[src/rtl/amcal3_pkg.sv]
// Shared widths, the S1 payload record and the saturating beat-count helper
// for the AMCAL3 product reconstruction back end.
package amcal3_pkg;

  localparam int MANT_W    = 3;
  localparam int SHIFT_W   = 4;
  localparam int PROD_W    = 32;
  localparam int TRUNC_LSB = 4;
  localparam int MPROD_W   = 2 * MANT_W;
  localparam int SSUM_W    = SHIFT_W + 1;
  localparam int CNT_W     = 5;

  typedef struct packed {
    logic [MPROD_W-1:0] mprod;
    logic [SSUM_W-1:0]  ssum;
    logic               zero;
    logic               last;
  } s1_t;

  // Beat counter saturates at its all-ones value instead of wrapping.
  function automatic logic [CNT_W-1:0] sat_inc(input logic [CNT_W-1:0] c);
    return (c == {CNT_W{1'b1}}) ? c : c + 1'b1;
  endfunction

endpackage

[src/rtl/amcal3_barrel_shl.sv]
// Combinational product rebuild: mantissa product shifted left by the summed
// leading-one positions, with the four fractional LSBs truncated away.
module amcal3_barrel_shl
  import amcal3_pkg::*;
(
  input  logic [MPROD_W-1:0] mprod,
  input  logic [SSUM_W-1:0]  ssum,
  output logic [PROD_W-1:0]  prod
);

  localparam int WIDE_W = PROD_W + TRUNC_LSB;

  // 6-bit product shifted up to 30 fits exactly in 36 bits; drop the low 4.
  always_comb begin
    prod = PROD_W'((WIDE_W'(mprod) << ssum) >> TRUNC_LSB);
  end

endmodule

[src/rtl/amcal3_product_reconstruct.sv]
// AMCAL3 back end: three-stage pipeline (mantissa multiply, barrel shift,
// group accumulate) under a single global stall driven by the output port.
module amcal3_product_reconstruct
  import amcal3_pkg::*;
#(
  parameter int ACC_W = 40
) (
  input  logic                 clk,
  input  logic                 rst,
  input  logic                 in_valid,
  output logic                 in_ready,
  input  logic [MANT_W-1:0]    a,
  input  logic [MANT_W-1:0]    b,
  input  logic [SHIFT_W-1:0]   ashift,
  input  logic [SHIFT_W-1:0]   bshift,
  input  logic                 in_last,
  output logic                 out_valid,
  input  logic                 out_ready,
  output logic [ACC_W-1:0]     out_data,
  output logic [CNT_W-1:0]     out_count
);

  logic              adv;
  s1_t               s1_q;
  logic              s1_valid;
  logic [PROD_W-1:0] shl_prod;
  logic [PROD_W-1:0] p_q;
  logic              s2_last;
  logic              s2_valid;
  logic [ACC_W-1:0]  acc;
  logic [CNT_W-1:0]  cnt;
  logic [ACC_W-1:0]  acc_sum;
  logic [CNT_W-1:0]  cnt_next;

  // Whole pipeline moves together; it only freezes on an unconsumed result.
  always_comb begin
    adv      = !out_valid || out_ready;
    in_ready = adv;
    acc_sum  = acc + ACC_W'(p_q);
    cnt_next = sat_inc(cnt);
  end

  // S1: mantissa product, shift sum and zero-operand flag.
  always_ff @(posedge clk or posedge rst) begin
    if (rst) begin
      s1_q     <= '0;
      s1_valid <= 1'b0;
    end else if (adv) begin
      s1_valid    <= in_valid;
      s1_q.mprod  <= MPROD_W'(a) * MPROD_W'(b);
      s1_q.ssum   <= SSUM_W'(ashift) + SSUM_W'(bshift);
      s1_q.zero   <= !(a[MANT_W-1] && b[MANT_W-1]);
      s1_q.last   <= in_last;
    end
  end

  amcal3_barrel_shl u_shl (
    .mprod (s1_q.mprod),
    .ssum  (s1_q.ssum),
    .prod  (shl_prod)
  );

  // S2: reconstructed 32-bit product, forced to zero for a zero operand.
  always_ff @(posedge clk or posedge rst) begin
    if (rst) begin
      p_q      <= '0;
      s2_last  <= 1'b0;
      s2_valid <= 1'b0;
    end else if (adv) begin
      p_q      <= s1_q.zero ? '0 : shl_prod;
      s2_last  <= s1_q.last;
      s2_valid <= s1_valid;
    end
  end

  // Accumulate stage: sum the group, publish on the last beat and restart.
  always_ff @(posedge clk or posedge rst) begin
    if (rst) begin
      acc       <= '0;
      cnt       <= '0;
      out_data  <= '0;
      out_count <= '0;
      out_valid <= 1'b0;
    end else if (adv) begin
      out_valid <= s2_valid && s2_last;
      if (s2_valid) begin
        if (s2_last) begin
          out_data  <= acc_sum;
          out_count <= cnt_next;
          acc       <= '0;
          cnt       <= '0;
        end else begin
          acc <= acc_sum;
          cnt <= cnt_next;
        end
      end
    end
  end

endmodule

[config.mk]
export PLATFORM = sky130hd
export DESIGN_NAME = amcal3_product_reconstruct
export DESIGN_NICKNAME = d
export VERILOG_FILES = /design/src/rtl/amcal3_pkg.sv /design/src/rtl/amcal3_barrel_shl.sv /design/src/rtl/amcal3_product_reconstruct.sv
export SDC_FILE = /design/constraint.sdc
export NUM_CORES = 1
export LEC_CHECK = 0
export ABC_AREA = 1
export BUFFER_PORTS_ARGS = -buffer_cell sky130_fd_sc_hd__buf_4
export CAP_MARGIN = 20
export CORE_ASPECT_RATIO = 0.8
export CORE_MARGIN = 2
export CORE_UTILIZATION = 60
export DETAILED_ROUTE_END_ITERATION = 8
export PLACE_DENSITY = 0.8
export SETUP_SLACK_MARGIN = 0.02
export SYNTH_ARGS = -nofsm -noshare
export SYNTH_HDL_FRONTEND = slang
export SYNTH_SLANG_ARGS = --single-unit
export TNS_END_PERCENT = 50
[constraint.sdc]
create_clock -name clk -period 12.86 [get_ports clk]
set_clock_uncertainty 0.1 [all_clocks]
set_input_delay 0.643 -clock clk [delete_from_list [all_inputs] [get_ports clk]]
set_output_delay 0.643 -clock clk [all_outputs]
set_load 0.05 [all_outputs]
After elaboration in Yosys (flattened, before gate mapping)
Index checks and enable logic that the tools add are counted.

Flip-flop bits (word level): 139. Input bits: 19. Output and inout port bits: 47. Word-level logic and storage cells: 30.

Add/sub/neg operators: 3. Multiply operators: 1. Equal/unequal tests: 1. Shift operators: 1. Mux-type cells: 4. Reduce and logical (&&, ||, !) cells: 7.

Operators by type and width (number): adder 40 x 32 -> 40 bit (1); two-way mux 40 bit (1); left shift 6 x 5 -> 36 bit (1); two-way mux 32 bit (1); two-way mux 5 bit (2); multiplier 3 x 3 -> 6 bit (1); adder 4 x 4 -> 5 bit (1); adder 5 x 1 -> 5 bit (second input constant) (1); equality test 5 bit (second input constant) (1); AND reduction 3 bit (1); logical AND 1 bit (2); logical NOT 1 bit (2); AND reduction 2 bit (1); logical OR 1 bit (1).

Depth between registers and ports, before layout
Depth after elaboration: 3. Mapped depth: 15. Gate-level depth less buffers: 15.

Cells and area by module
A second synthesis with hierarchy kept.

Cell total of the unflattened synthesis: 1280. Area, all modules: 8859.7 µm².

Modules (own cells, without submodules): amcal3_product_reconstruct (times used 1, cells each 1170, area each 8363.0 µm², sequential area each 3478.3 µm²); amcal3_barrel_shl (times used 1, cells each 110, area each 496.7 µm², sequential area each 0.0 µm²).

Worst setup path before layout
No wires, ideal clock.

Path type: flip-flop to output port. Start: register out_valid. End: output port in_ready. Arrival: 1.500 ns. Required time: 12.117 ns. Slack: 10.617 ns. Cell stages (with the launch flop): 5. Path buffers: 1. Path through: dfrtp_1 inv_1 nor2_4 clkinv_1 clkbuf_1.

Word-level cells in the longest chain between the ends: 2.

RTL lines: start, declared (RTL line amcal3_product_reconstruct.sv:17) `output logic out_valid,`; start signal, assigned (RTL line amcal3_product_reconstruct.sv:85) `out_valid <= s2_valid && s2_last;`; logical NOT 1 bit (RTL line amcal3_product_reconstruct.sv:37) `adv = !out_valid || out_ready;`; logical OR 1 bit (RTL line amcal3_product_reconstruct.sv:37); end, declared (RTL line amcal3_product_reconstruct.sv:11) `output logic in_ready,`.

No other way between the ends.

Worst setup path in the final report
Start: register out_valid. End: register out_data[11].

Word-level cells in the longest chain between the ends: 3.

RTL lines: logical NOT 1 bit (RTL line amcal3_product_reconstruct.sv:37); logical OR 1 bit (RTL line amcal3_product_reconstruct.sv:37); AND reduction 3 bit (no source line); end signal, assigned (RTL line amcal3_product_reconstruct.sv:88) `out_data <= acc_sum;`; end, declared (RTL line amcal3_product_reconstruct.sv:19) `output logic [ACC_W-1:0] out_data,`.

No other way between the ends. A chain may end at the register's enable or synchronous reset.

==> summary.txt <==
Run status
  • Status: completed

Global route
  • Gr ovfl total: 0
  • Total GRT Usage: 30.1%
  • Vias in the first global route: between 7000 and 8000
  • First-pass GRT wire length: 36.5 mm
  • Initial antenna violation count: 0
  • Largest net degree at the start of global routing: 79

Routing
  • DR WL/cell: roughly 15 µm
  • WL final: 22.5 mm
  • Vias: 7977
  • Vias per cell: 5.39
  • # DRC: 0
  • DR pass1 iterations: 8
  • ANT nets after route: 0
  • DRT iter0 DRCs: 651

STA
  • Final period util: 24.8%
  • Count of final hold-check violations: 0
  • Slew Limit Headroom: 34.7%
  • Fmax: 314 MHz
  • Fin Setup TNS: 0 ps
  • Final critical-path required period: 3180 ps
  • Max-slew violation count: 0
  • Slew of the pin with the lowest slew margin: 979 ps
  • RSZ-0062 raised after global routing: false
  • # setup viols final: 0

Synth
  • Syn Area/Cell: 7.06 µm²
  • Post-Synthesis Cells: around 1200
  • Synth Register Bits: about 140
  • Synth Cell Area: 8650 µm²
  • Seq/Total Area, Yosys: 40.2%
  • Asr flop ratio synth: 100%
  • Number of synthesized flops with an enable pin: 0
  • Synthesized Nets: approximately 1300
  • Ys Warns: 0
  • Primary FF master, synth: dfrtp_1
  • Distinct cells, synth: 38

Placement
  • Port Buffers: between 60 and 70
  • Hpwl dp: ~16 mm
  • DP Area: slightly above 9000 µm²
  • Routability congestion estimate: between 0.9 and 1

Pwr
  • Reg power frac: between 30% and 40%
  • PD cells: approximately 190 nW/µm²
  • Sw power: 0.823 mW
  • Combinational share of power: between 30% and 40%
  • Power, Total: 1.89 mW
  • Maximum vdd drop: 0.000176 V
  • Int Pwr: 1.07 mW
  • Sw frac: 43.5%
  • Leak: between 5 and 6 nW
  • Clock Power Share: 26.9%

Floorplanning
  • Die Footprint: 15400 µm²
  • DIE WIDTH: 138 µm
  • IO Pins: 66
  • Die Y: about 110 µm
  • Starting density of the core: 60.9%
  • Row cnt: 39
  • Core ar.: 14200 µm²

Worst setup path
  • Critical setup path kind: reg -> reg
  • CP Launch Type: flip-flop
  • CP required: 13070 ps
  • R2R depth: 10
  • Worst Path Arrival: 3390 ps
  • R2R Path Start: out_valid
  • RR Endpoint: out_data[11]
  • Slack of the worst reg-to-reg path: 9680 ps
  • Crit Path Max Fanout: 52
  • Worst setup EP type: flip-flop

Finish
  • Final instance area: 9880 µm²
  • Layout overhead on the synthesized area: 14.2%
  • Most frequent cells in the layout: nand2_1, inv_1, dfrtp_1
  • Inserted Diodes: 0
  • Commonest non-fill, non-tap cell in the layout: nand2_1
  • Nets@finish: around 1300
  • Layout cells sized above 1: 10.6%

CTS
  • Hold buffer count at CTS: 0
  • TritonCTS clock tree: built
  • Clk_lat worst skew: 440 ps
  • Clk sinks: between 100 and 150
  • Postcts setup bufs: 0
  • CTS buffer count: 17
  • CTS H-tree lvls: 4
  • Worst-path clk slew: about 70 ps
  • Post_cts resized: 0
  • Maximum clock path buffer count: 2
  • CTS root buf: clkbuf_16

Hold path
  • Worst min-delay path class: in -> async

Run
  • Max-capacitance violation count: 0
-- synthesized netlist by cell type, types with 3 or more instances --
master    count  area (µm²)
nand2_1     450        1690
inv_1       159         597
dfrtp_1     139        3480
o21ai_0      90         450
nand3_1      81         405
nor2_1       80         300
ha_1         42         526
a21oi_1      32         160
clkbuf_1     16        60.1
xnor2_1      16         140
o21ai_1      14        70.1
buf_2        11        55.1
nand2_2      10        62.6
nand3b_1     10        75.1
nor3_1       10        50.1
nor2_4        7        78.8
nor2_2        6        37.5
o22ai_1       6        37.5
nand3_2       5        50.1
fa_1          4        80.1
inv_2         4        15.0
or2_1         4        25.0
xor2_1        4        35.0
clkinv_1      3        11.3
nor4_1        3        18.8
-- logic make-up (layout without fill, tap and decap cells) --
family          count (synthesis)  in the layout  synth area share (%)
buf+inv                       196            267                  8.79
simple gates                  671            671                  32.7
xor+xnor                       20             20                  2.02
compound gates                153            153                  9.33
flops                         139            139                  40.2
fa+ha+maj                      46             46                  7.00
-- worst max path at each step --
stage | start | endpoint | cells after the start
after floorplan | rst | acc[0] | 1
after global placement | out_ready | out_data[9] | 8
after detailed placement | out_ready | out_data[10] | 8
after CTS | out_valid | out_data[10] | 8
after global routing | out_valid | out_data[7] | 9
final | out_valid | out_data[11] | 10
-- sequential cells by signal, indices dropped and copies added (netlist names) --
name and cells:
p_q 32, s2_last 1, out_count 5, acc 40, out_data 40, out_valid 1, s2_valid 1, s1_valid 1
s1_q 13, cnt 5
-- power groups by stage --
stage | combinational [mW] | sequential [mW] | clock [mW]
after floorplan | 0.433 | 0.740 | 0
after global placement | 0.717 | 0.640 | 0
after detailed placement | 0.734 | 0.640 | 0
after CTS | 0.740 | 0.636 | 0.511
after global routing | 0.822 | 0.652 | 0.531
final | 0.745 | 0.639 | 0.509
-- layer usage --
| layer | share of wire, % | vias to the layer above | global-route usage (%) |
|---|---|---|---|
| met3 | 7.3 | 23 | 6.92 |
| li1 | - | 3981 | - |
| met1 | 49 | 3687 | 44.9 |
| met5 | 0 | - | 0 |
| met2 | 43 | 286 | 45.1 |
| met4 | 0.83 | 0 | 6.60 |
-- layout make-up --
| type | instances | area, µm² |
|---|---|---|
| timing repair buffer | 69 | 531 |
| tap | 184 | 230 |
| sequential | 139 | 3480 |
| fill | 1213 | 4320 |
| clock buffer | 19 | 443 |
| inverter | 166 | 628 |
| multi-input combinational | 890 | 4410 |
| clock inverter | 13 | 156 |
-- stage by stage --
stage | setup slack (ps) | util, % | instances | hold slack (ps)
after floorplan | 8390 | - | 1225 | 353
after global placement | 9230 | 65.2 | 1447 | 366
after global routing | 9390 | 69.6 | 1480 | 210
final | 9680 | 69.6 | 1480 | 165
after detailed placement | 9120 | 65.2 | 1447 | 366
after CTS | 9490 | 69.4 | 1479 | 182
-- worst max-delay path, cell delays in order, from the launching register on --
cell,delay (ps)
dfrtp_1,370
inv_1,90
nor2_4,30
buf_4,280
nor2_4,280
inv_2,370
nor2_4,660
inv_2,360
buf_12,280
nand2_1,80
o21ai_0,80
Power figures use the tool's default switching activity.
